### src/rtl/lcd_pkg.sv
// Shared definitions for the character-LCD refresh controller: HD44780 command bytes,
// state encodings and the nibble-to-ASCII conversion applied to fetched characters.
package lcd_pkg;

    localparam logic [7:0] LCD_FUNC_SET = 8'h38;
    localparam logic [7:0] LCD_DISP_ON  = 8'h0C;
    localparam logic [7:0] LCD_CLEAR    = 8'h01;
    localparam logic [7:0] LCD_ENTRY    = 8'h06;
    localparam logic [7:0] LCD_LINE1    = 8'h80;
    localparam logic [7:0] LCD_LINE2    = 8'hC0;

    localparam logic [3:0] LAST_INIT_STEP = 4'd3;
    localparam logic [3:0] LAST_CHAR_STEP = 4'd15;

    typedef enum logic [2:0] {
        ST_POWERUP,
        ST_INIT,
        ST_LINE1_ADDR,
        ST_LINE1_CHARS,
        ST_LINE2_ADDR,
        ST_LINE2_CHARS
    } lcd_state_e;

    typedef enum logic [2:0] {
        WR_IDLE,
        WR_SETUP,
        WR_EN_HI,
        WR_HOLD,
        WR_WAIT
    } wr_state_e;

    function automatic int max_int(input int a, input int b);
        return (a > b) ? a : b;
    endfunction

    // Counters hold (count - 1), so $clog2(count) bits suffice; never go below one bit.
    function automatic int cnt_width(input int max_count);
        return (max_count > 1) ? $clog2(max_count) : 1;
    endfunction

    function automatic logic [7:0] nibble_to_ascii(input logic [7:0] c);
        logic [7:0] r;
        if (c < 8'h0A) begin
            r = c + 8'h30;
        end else if (c < 8'h10) begin
            r = c + 8'h37;
        end else begin
            r = c;
        end
        return r;
    endfunction

endpackage

### src/rtl/lcd_byte_writer.sv
// Drives one HD44780 write cycle (SETUP, EN_HI, HOLD, WAIT) from a single down-counter.
// The cycle in which start is seen counts as the first SETUP cycle.
module lcd_byte_writer
    import lcd_pkg::*;
#(
    parameter int T_SETUP = 4,
    parameter int T_EN    = 16,
    parameter int T_HOLD  = 4,
    parameter int T_CMD   = 2_500,
    parameter int T_CLEAR = 100_000
) (
    input  logic       clk,
    input  logic       reset_n,
    input  logic       start,
    input  logic       rs,
    input  logic [7:0] wr_byte,
    input  logic       is_clear,
    output logic       done,
    output logic [7:0] lcd_data,
    output logic       lcd_rs,
    output logic       lcd_en
);

    localparam int T_MAX = max_int(max_int(max_int(T_SETUP, T_EN), max_int(T_HOLD, T_CMD)), T_CLEAR);
    localparam int CW    = cnt_width(T_MAX);

    wr_state_e     state, state_nxt;
    logic [CW-1:0] cnt, cnt_nxt;
    logic          clear_q, clear_nxt;
    logic          en_nxt, rs_nxt;
    logic [7:0]    data_nxt;

    always_ff @(posedge clk or negedge reset_n) begin
        if (!reset_n) begin
            state    <= WR_IDLE;
            cnt      <= '0;
            clear_q  <= 1'b0;
            lcd_en   <= 1'b0;
            lcd_rs   <= 1'b0;
            lcd_data <= 8'h00;
        end else begin
            state    <= state_nxt;
            cnt      <= cnt_nxt;
            clear_q  <= clear_nxt;
            lcd_en   <= en_nxt;
            lcd_rs   <= rs_nxt;
            lcd_data <= data_nxt;
        end
    end

    always_comb begin
        state_nxt = state;
        cnt_nxt   = cnt;
        case (state)
            WR_IDLE: begin
                if (start) begin
                    state_nxt = WR_SETUP;
                    cnt_nxt   = CW'(T_SETUP - 2);
                end
            end
            WR_SETUP: begin
                if (cnt == '0) begin
                    state_nxt = WR_EN_HI;
                    cnt_nxt   = CW'(T_EN - 1);
                end else begin
                    cnt_nxt = cnt - CW'(1);
                end
            end
            WR_EN_HI: begin
                if (cnt == '0) begin
                    state_nxt = WR_HOLD;
                    cnt_nxt   = CW'(T_HOLD - 1);
                end else begin
                    cnt_nxt = cnt - CW'(1);
                end
            end
            WR_HOLD: begin
                if (cnt == '0) begin
                    state_nxt = WR_WAIT;
                    cnt_nxt   = clear_q ? CW'(T_CLEAR - 1) : CW'(T_CMD - 1);
                end else begin
                    cnt_nxt = cnt - CW'(1);
                end
            end
            WR_WAIT: begin
                if (cnt == '0) begin
                    state_nxt = WR_IDLE;
                end else begin
                    cnt_nxt = cnt - CW'(1);
                end
            end
            default: begin
                state_nxt = WR_IDLE;
                cnt_nxt   = '0;
            end
        endcase
    end

    // Data is captured at the end of SETUP, so it reflects lcd_char in the last SETUP cycle.
    always_comb begin
        en_nxt    = lcd_en;
        rs_nxt    = lcd_rs;
        data_nxt  = lcd_data;
        clear_nxt = clear_q;
        done      = 1'b0;
        case (state)
            WR_IDLE: begin
                if (start) begin
                    rs_nxt    = rs;
                    clear_nxt = is_clear;
                end
            end
            WR_SETUP: begin
                if (cnt == '0) begin
                    en_nxt   = 1'b1;
                    data_nxt = wr_byte;
                end
            end
            WR_EN_HI: begin
                if (cnt == '0) begin
                    en_nxt = 1'b0;
                end
            end
            WR_WAIT: begin
                done = (cnt == '0);
            end
            default: begin
                en_nxt = 1'b0;
            end
        endcase
    end

endmodule

### src/rtl/lcd_refresh_ctrl.sv
// Power-up, initialisation and continuous two-line refresh of an HD44780 character LCD.
// state          | meaning
// ST_POWERUP     | wait T_POWERUP cycles after reset
// ST_INIT        | send 0x38, 0x0C, 0x01, 0x06
// ST_LINE1_ADDR  | send DDRAM address 0x80
// ST_LINE1_CHARS | send characters for indices 0-15
// ST_LINE2_ADDR  | send DDRAM address 0xC0
// ST_LINE2_CHARS | send characters for indices 16-31
module lcd_refresh_ctrl
    import lcd_pkg::*;
#(
    parameter int T_POWERUP = 1_000_000,
    parameter int T_SETUP   = 4,
    parameter int T_EN      = 16,
    parameter int T_HOLD    = 4,
    parameter int T_CMD     = 2_500,
    parameter int T_CLEAR   = 100_000
) (
    input  logic       clk,
    input  logic       reset_n,
    output logic [7:0] lcd_index,
    input  logic [7:0] lcd_char,
    output logic [7:0] lcd_data,
    output logic       lcd_rs,
    output logic       lcd_rw,
    output logic       lcd_en,
    output logic       lcd_on,
    output logic       lcd_blon,
    output logic       ready
);

    localparam int PW = cnt_width(T_POWERUP);

    lcd_state_e    state, state_nxt;
    logic [3:0]    step, step_nxt;
    logic [PW-1:0] pu_cnt, pu_cnt_nxt;
    logic          start, start_nxt;
    logic [7:0]    index_nxt;
    logic          ready_nxt;
    logic          wr_rs, wr_clear, done;
    logic [7:0]    wr_byte;

    assign lcd_rw   = 1'b0;
    assign lcd_on   = 1'b1;
    assign lcd_blon = 1'b0;

    always_ff @(posedge clk or negedge reset_n) begin
        if (!reset_n) begin
            state     <= ST_POWERUP;
            step      <= 4'd0;
            pu_cnt    <= PW'(T_POWERUP - 1);
            start     <= 1'b0;
            lcd_index <= 8'd0;
            ready     <= 1'b0;
        end else begin
            state     <= state_nxt;
            step      <= step_nxt;
            pu_cnt    <= pu_cnt_nxt;
            start     <= start_nxt;
            lcd_index <= index_nxt;
            ready     <= ready_nxt;
        end
    end

    // start and lcd_index update together, so the new index is valid throughout SETUP.
    always_comb begin
        state_nxt  = state;
        step_nxt   = step;
        pu_cnt_nxt = pu_cnt;
        start_nxt  = 1'b0;
        index_nxt  = lcd_index;
        case (state)
            ST_POWERUP: begin
                if (pu_cnt == '0) begin
                    state_nxt = ST_INIT;
                    step_nxt  = 4'd0;
                    start_nxt = 1'b1;
                end else begin
                    pu_cnt_nxt = pu_cnt - PW'(1);
                end
            end
            ST_INIT: begin
                if (done) begin
                    start_nxt = 1'b1;
                    if (step == LAST_INIT_STEP) begin
                        state_nxt = ST_LINE1_ADDR;
                        step_nxt  = 4'd0;
                    end else begin
                        step_nxt = step + 4'd1;
                    end
                end
            end
            ST_LINE1_ADDR: begin
                if (done) begin
                    state_nxt = ST_LINE1_CHARS;
                    step_nxt  = 4'd0;
                    start_nxt = 1'b1;
                    index_nxt = 8'd0;
                end
            end
            ST_LINE1_CHARS: begin
                if (done) begin
                    start_nxt = 1'b1;
                    if (step == LAST_CHAR_STEP) begin
                        state_nxt = ST_LINE2_ADDR;
                    end else begin
                        step_nxt  = step + 4'd1;
                        index_nxt = {4'd0, step + 4'd1};
                    end
                end
            end
            ST_LINE2_ADDR: begin
                if (done) begin
                    state_nxt = ST_LINE2_CHARS;
                    step_nxt  = 4'd0;
                    start_nxt = 1'b1;
                    index_nxt = 8'd16;
                end
            end
            ST_LINE2_CHARS: begin
                if (done) begin
                    start_nxt = 1'b1;
                    if (step == LAST_CHAR_STEP) begin
                        state_nxt = ST_LINE1_ADDR;
                    end else begin
                        step_nxt  = step + 4'd1;
                        index_nxt = {4'd1, step + 4'd1};
                    end
                end
            end
            default: begin
                state_nxt = ST_POWERUP;
            end
        endcase
        ready_nxt = ready | (state_nxt == ST_LINE1_ADDR);
    end

    always_comb begin
        wr_rs    = 1'b0;
        wr_byte  = 8'h00;
        case (state)
            ST_INIT: begin
                case (step)
                    4'd0:    wr_byte = LCD_FUNC_SET;
                    4'd1:    wr_byte = LCD_DISP_ON;
                    4'd2:    wr_byte = LCD_CLEAR;
                    default: wr_byte = LCD_ENTRY;
                endcase
            end
            ST_LINE1_ADDR: wr_byte = LCD_LINE1;
            ST_LINE2_ADDR: wr_byte = LCD_LINE2;
            ST_LINE1_CHARS, ST_LINE2_CHARS: begin
                wr_rs   = 1'b1;
                wr_byte = nibble_to_ascii(lcd_char);
            end
            default: wr_byte = 8'h00;
        endcase
        wr_clear = !wr_rs && (wr_byte == LCD_CLEAR);
    end

    lcd_byte_writer #(
        .T_SETUP (T_SETUP),
        .T_EN    (T_EN),
        .T_HOLD  (T_HOLD),
        .T_CMD   (T_CMD),
        .T_CLEAR (T_CLEAR)
    ) u_writer (
        .clk      (clk),
        .reset_n  (reset_n),
        .start    (start),
        .rs       (wr_rs),
        .wr_byte  (wr_byte),
        .is_clear (wr_clear),
        .done     (done),
        .lcd_data (lcd_data),
        .lcd_rs   (lcd_rs),
        .lcd_en   (lcd_en)
    );

endmodule

### config.mk
export PLATFORM = sky130hd
export DESIGN_NAME = lcd_refresh_ctrl
export DESIGN_NICKNAME = d
export VERILOG_FILES = /design/src/rtl/lcd_pkg.sv /design/src/rtl/lcd_byte_writer.sv /design/src/rtl/lcd_refresh_ctrl.sv
export SDC_FILE = /design/constraint.sdc
export NUM_CORES = 1
export LEC_CHECK = 0
export ABC_AREA = 0
export ABC_CLOCK_PERIOD_IN_PS = 5900
export BUFFER_PORTS_ARGS = -buffer_cell sky130_fd_sc_hd__buf_2
export CAP_MARGIN = 40
export CORE_UTILIZATION = 65
export DETAILED_ROUTE_END_ITERATION = 6
export PLACE_DENSITY = 0.86
export SYNTH_ARGS = -nofsm -noshare
export SYNTH_HDL_FRONTEND = slang
export SYNTH_SLANG_ARGS = --single-unit
### constraint.sdc
create_clock -name clk -period 5.9 [get_ports clk]
set_input_delay 0 -clock clk [delete_from_list [all_inputs] [get_ports clk]]
set_output_delay 0 -clock clk [all_outputs]
set_load 0.05 [all_outputs]
# Word-level counts from Yosys, hierarchy flattened
# Cells that the tools add are included.
# totals
ramBits,0
reg_bits,68
memories,0
out_inout_bits,22
input_bits,10
rom_bits,0
latchBits,0
# op_classes
eq_ne,32
n_reduce_logical,21
shifts,0
div_mod_pow,0
n_lt_le_gt_ge,2
addsub,5
n_bitwise,3
mux,49
mul,0
# op_table
op,count
two-way mux 17 bit,6
one-hot mux 17 bit (5 select lines),1
two-way mux 8 bit,8
one-hot mux 8 bit (4 select lines),2
two-way mux 3 bit,14
two-way mux 4 bit,6
"inequality test 2 bit, second input constant",11
zero test 20 bit,1
"subtractor 20 x 1 -> 20 bit, second input constant",1
one-hot mux 3 bit (6 select lines),1
one-hot mux 6 bit (3 select lines),1
zero test 17 bit,1
"subtractor 17 x 1 -> 17 bit, second input constant",1
"adder 8 x 6 -> 8 bit, second input constant",2
one-hot mux 4 bit (4 select lines),1
"== test 3 x 2 -> 1 bit, second input constant",5
one-hot mux 3 bit (5 select lines),1
"inequality test 2 x 1 -> 1 bit, second input constant",6
"== test 3 bit, second input constant",3
"== test 4 x 2 -> 1 bit, second input constant",2
"== test 8 x 1 -> 1 bit, second input constant",1
"less-than comparator 8 x 4 -> 1 bit, second input constant",1
"less-than comparator 8 x 5 -> 1 bit, second input constant",1
AND reduction 2 bit,4
20 further kinds,31

# Depth between registers and ports, before layout
# depth
ltp_word,6
mapped_depth,10
depth_no_buf,8

# By module
# From an unflattened synthesis, not the netlist that was laid out.
# hier_totals
cells_unflattened,437
area_unflattened_um2,3961.3
# by_module_without_submodules
module,area_per_inst_um2,cells_per_inst,n_inst,seq_area_each_um2
lcd_refresh_ctrl,2137.0,240,1,865.8
lcd_byte_writer,1824.2,197,1,775.7

# Worst setup path before layout
# Ideal clock, no wire load.
# synth_path
kind,flip-flop to flip-flop
startpoint,register pu_cnt[9]
endpoint,register pu_cnt[19]
n_path_buf,0
t_arrival_ps,2012
required_time_ps,5825
setup_slack_ps,3814
synth_period_minus_slack_ps,2086
stages_incl_launch_ff,6
setup_ps,75
path_cell_list,dfstp_2 -> or4_4 -> or4_4 -> or3_4 -> nor3_2 -> xor2_1
# synth_via
elab_chain_len,3
elab_cells_between_ends,4
# synth_rtl
element,line_no,text
from (decl),lcd_refresh_ctrl.sv:36,"logic [PW-1:0] pu_cnt, pu_cnt_nxt;"
from (signal assigned),lcd_refresh_ctrl.sv:51,pu_cnt <= PW'(T_POWERUP - 1);
from (signal assigned),lcd_refresh_ctrl.sv:58,pu_cnt <= pu_cnt_nxt;
branches (longest 3 deep; another with subtractor 20 x 1 -> 20 bit),--,
# Several ways; the timed one is not identified.
# A chain may end at the register's enable or synchronous reset.

# Final worst setup path
# layout_path
startpoint,register u_writer.cnt[5]
endpoint,register u_writer.cnt[16]
# layout_via
elab_chain_len,3
elab_cells_between_ends,9
# layout_rtl
element,line_no,text
from (decl),lcd_byte_writer.sv:28,"logic [CW-1:0] cnt, cnt_nxt;"
from (signal assigned),lcd_byte_writer.sv:43,cnt <= cnt_nxt;
subtractor 17 x 1 -> 17 bit / zero test 17 bit (equally long branches),--,
"two-way mux 17 bit, or another cell as far along",lcd_byte_writer.sv:86,if (cnt == '0) begin
one-hot mux 17 bit (5 select lines) / AND reduction 2 bit (equally long branches),--,
# Several ways; a longest one is shown, not always the timed one. The select of a mux whose other input is x is not followed.

==> key figures <==
Detailed routing
  – Vias per cell: 6.32
  – Vias: 3246
  – Drc violations: 0
  – WL/cell: 16.7 um
  – Post-Route WL: 8.58 mm
  – Initial DRC Count: 278
  – Pre-antenna DRT Iters: 5
  – Detail Route Antenna Nets: 0

Floorplan
  – Die Footprint: 6220 um2
  – Number of cell rows: 27
  – Die width: 78.9 um
  – Die height: 78.9 um
  – Initial core utilization: 68.5%
  – Core area: 5610 um2
  – I/O pin count: 32

Power
  – Sw frac: 22.6%
  – Pwr Density: 203 nW/um2
  – Sequential Power Share: 52.6%
  – Part of the power in combinational logic: 3.3%
  – Final Power: 0.848 mW
  – Clock share of power: 44.1%
  – Net Switching: 0.191 mW
  – Peak VDD IR: 0.166 mV
  – Int Pwr: 0.656 mW
  – Static Leakage: 1.88 nW

Timing
  – Max Clock Skew: 12.5 ps
  – Unrepaired setup endpoints after global routing: false
  – Final Max Slew Viols: 0
  – Max Freq: 371 MHz
  – Crit path time final: 2700 ps
  – Crit share post-route: 45.7%
  – Relative slew slack: 46.1%
  – Hold_ws: 6.88 ps
  – Final hold vios: 0
  – Setup TNS: 0 ps
  – Slew @ Worst Pin: 808 ps
  – PnR worst setup slack: 3200 ps
  – Endpoints failing setup: 0

Setup path
  – Reg2reg path depth: 6
  – Origin of the critical flop-to-flop path: u_writer.cnt[5]
  – Startpoint class of the critical path: register
  – CP arrival: 2900 ps
  – Data required, critical path: 6110 ps
  – CP Max Fanout: 16
  – Crit end category: register
  – Type of the worst setup path: register to register
  – Flop2flop setup slack: 3200 ps
  – R2R Path End: u_writer.cnt[16]

Clock tree
  – Worst skew pair latency: 360 ps
  – Clock-pin slew on the worst setup and hold paths: 80 ps
  – CTS root buffer: clkbuf_8
  – Cts bufs inserted: 9
  – Sink Count: 65
  – CTS Buffer Depth: 2
  – CTS tree: done
  – Cells resized by post-CTS repair: 0
  – H-Tree Depth: 3

Cells and area
  – Design area: 4170 um2
  – Layout cells sized above 1: 16.1%
  – Number of diodes: 0
  – Fill count: 397
  – Synth-to-Final Area Change: 8.54%
  – Fin util: 74.3%
  – Area of the multi-input gates: 2040 um2
  – Final net count: 456
  – Non-Filler Instances: 514
  – Seq. cell area: 1640 um2

Logic synthesis
  – Yosys top cell area share: 34.5%
  – Syn Inst Count: 418
  – Seq/Total Area, Yosys: 42.8%
  – Main synth FF type: dfrtp_1
  – Seq cells post-synth: 65
  – Syn Area/Cell: 9.19 um2
  – Synth Warn #: 0
  – Synth async-reset ratio: 100%
  – Post-synthesis cell area: 3840 um2
  – Post-synth cell types: 66
  – Largest cells by area after synthesis: dfrtp_1, dfstp_2, nand2_1, o21ai_0, xor2_1
  – EDFF count, synth: 0
  – Area leader, netlist: dfrtp_1

Global routing
  – Vias in the first global route: 3135
  – Initial antenna violation count: 0
  – First-pass GRT wire length: 14.4 mm
  – Grt total ovfl: 0
  – GR Util All Layers: 30.2%
  – Pin count of the biggest net entering global routing: 66

Worst hold path
  – Tightest Hold Check Type: input port to register
  – Min-delay src: lcd_char[3]
  – Hold Path End: u_writer.clear_q
  – Hold Path Stages: 4

Place
  – Dpl ws: 3270 ps
  – Port buffer count: 25
  – DP Wirelength: 6.11 mm
  – Placed instance count: 497
  – GPL Wtd Cong: 0.899
  – Placement Cell Area: 3970 um2

Job
  – Max-Cap Viols: 0

Outcome
  – Status: completed
[Yosys cell counts (3+ instances only)]
cell      number
clkbuf_1      14
xor2_1        17
o41ai_1        3
xnor2_1       10
mux2i_1        3
ha_1           9
o21ai_0       31
a31oi_1        3
o21ai_1        6
nand3_1       10
dfrtp_1       53
nand2b_1      10
a22oi_1        4
nor2_1        30
o31ai_1        8
inv_1         16
nor4_2         5
dfstp_2       12
nand4_1        4
nor2b_1        5
buf_4          7
a221oi_1       3
or3_1          4
mux2_2         3
o211ai_1       3
nor3_1        19
nand3b_1       4
nand2_1       46
nor4_1         7
a21oi_1       17
[cell families after synthesis]
logic type	after synthesis	synth area share, %
other	2	0.196
buffers and inverters	40	4.63
AO/OA/AOI/OAI	100	16.5
XOR/XNOR	27	6.16
adder cells (fa/ha/maj)	10	3.19
flip-flops	65	42.7
multiplexers	6	1.66
AND/OR/NAND/NOR	168	24.9
[power groups by stage]
| stage | Clock (mW) | Combinational (mW) | Sequential [mW] |
|---|---|---|---|
| after floorplan | 0 | 0.0164 | 0.454 |
| after CTS | 0.378 | 0.0280 | 0.446 |
| after global routing | 0.401 | 0.0310 | 0.446 |
| final | 0.374 | 0.0277 | 0.446 |
| after detailed placement | 0 | 0.0276 | 0.454 |
| after global placement | 0 | 0.0267 | 0.454 |
[timing repair]
item | 4_1_cts | 5_1_grt
endpoints found under the hold margin | 53 | 0
hold buffers | 1 | 0
buffers inserted | 0 | 0
[worst max-delay path by stage]
stage | to | slack, ps | start
after floorplan | pu_cnt[19] | 3810 | pu_cnt[9]
after global placement | u_writer.cnt[2] | 3370 | u_writer.cnt[4]
after detailed placement | u_writer.cnt[16] | 3270 | u_writer.cnt[4]
after CTS | u_writer.cnt[16] | 3240 | u_writer.cnt[4]
after global routing | u_writer.cnt[16] | 2940 | u_writer.cnt[10]
final | u_writer.cnt[16] | 3200 | u_writer.cnt[5]
[critical path, cell delays in order, from the launching register on]
cell,delay [ps]
dfrtp_1,480
nor4_4,480
nand4_2,270
nor4_2,500
or2_1,500
o21ai_0,160
o311ai_0,150
[cells in the final DEF, fill, tap and decap left out, drive strengths merged, types with 3 or more instances in the layout]
master   n
nor2    30
dfrtp   53
nand4    6
nor2b    5
nand2b  10
o41ai    3
nand3b   4
ha       9
o21ai   37
nor4    13
a21oi   18
clkbuf  12
o211ai   3
buf     27
nand3   10
a221oi   3
or3      5
a22oi    4
dfstp   12
xor2    17
a31oi    3
xnor2   10
nor3    21
nand2   46
and2     3
inv     16
clkinv   3
mux2     3
conb     6
o31ai    8
mux2i    3
or4      4
[state kept, by name, indices dropped and copies added (netlist names), 3 cells and up]
signal / count
u_writer.cnt: 17
u_writer.lcd_data: 8
state: 3
step: 4
u_writer.state: 3
lcd_index: 5
pu_cnt: 20
[area by class of cell]
cell class	count	area share [%]
multi-input cells	317	48.8
well taps	72	2.16
repair buffers	28	3.60
flip-flops and latches	65	39.4
clock buffers	12	3.48
clock inverters	4	1.08
inverters	16	1.44
[routing by layer]
layer	GRT usage [%]	wire [um]	up-vias	part of all wire [%]
li1	-	-	1529	-
met1	40.0	3810	1569	44
met2	47.5	4060	125	47
met3	6.32	511	23	6.0
met4	14.0	190	0	2.2
met5	0	0	-	0
(Power assumes the default switching activity.)
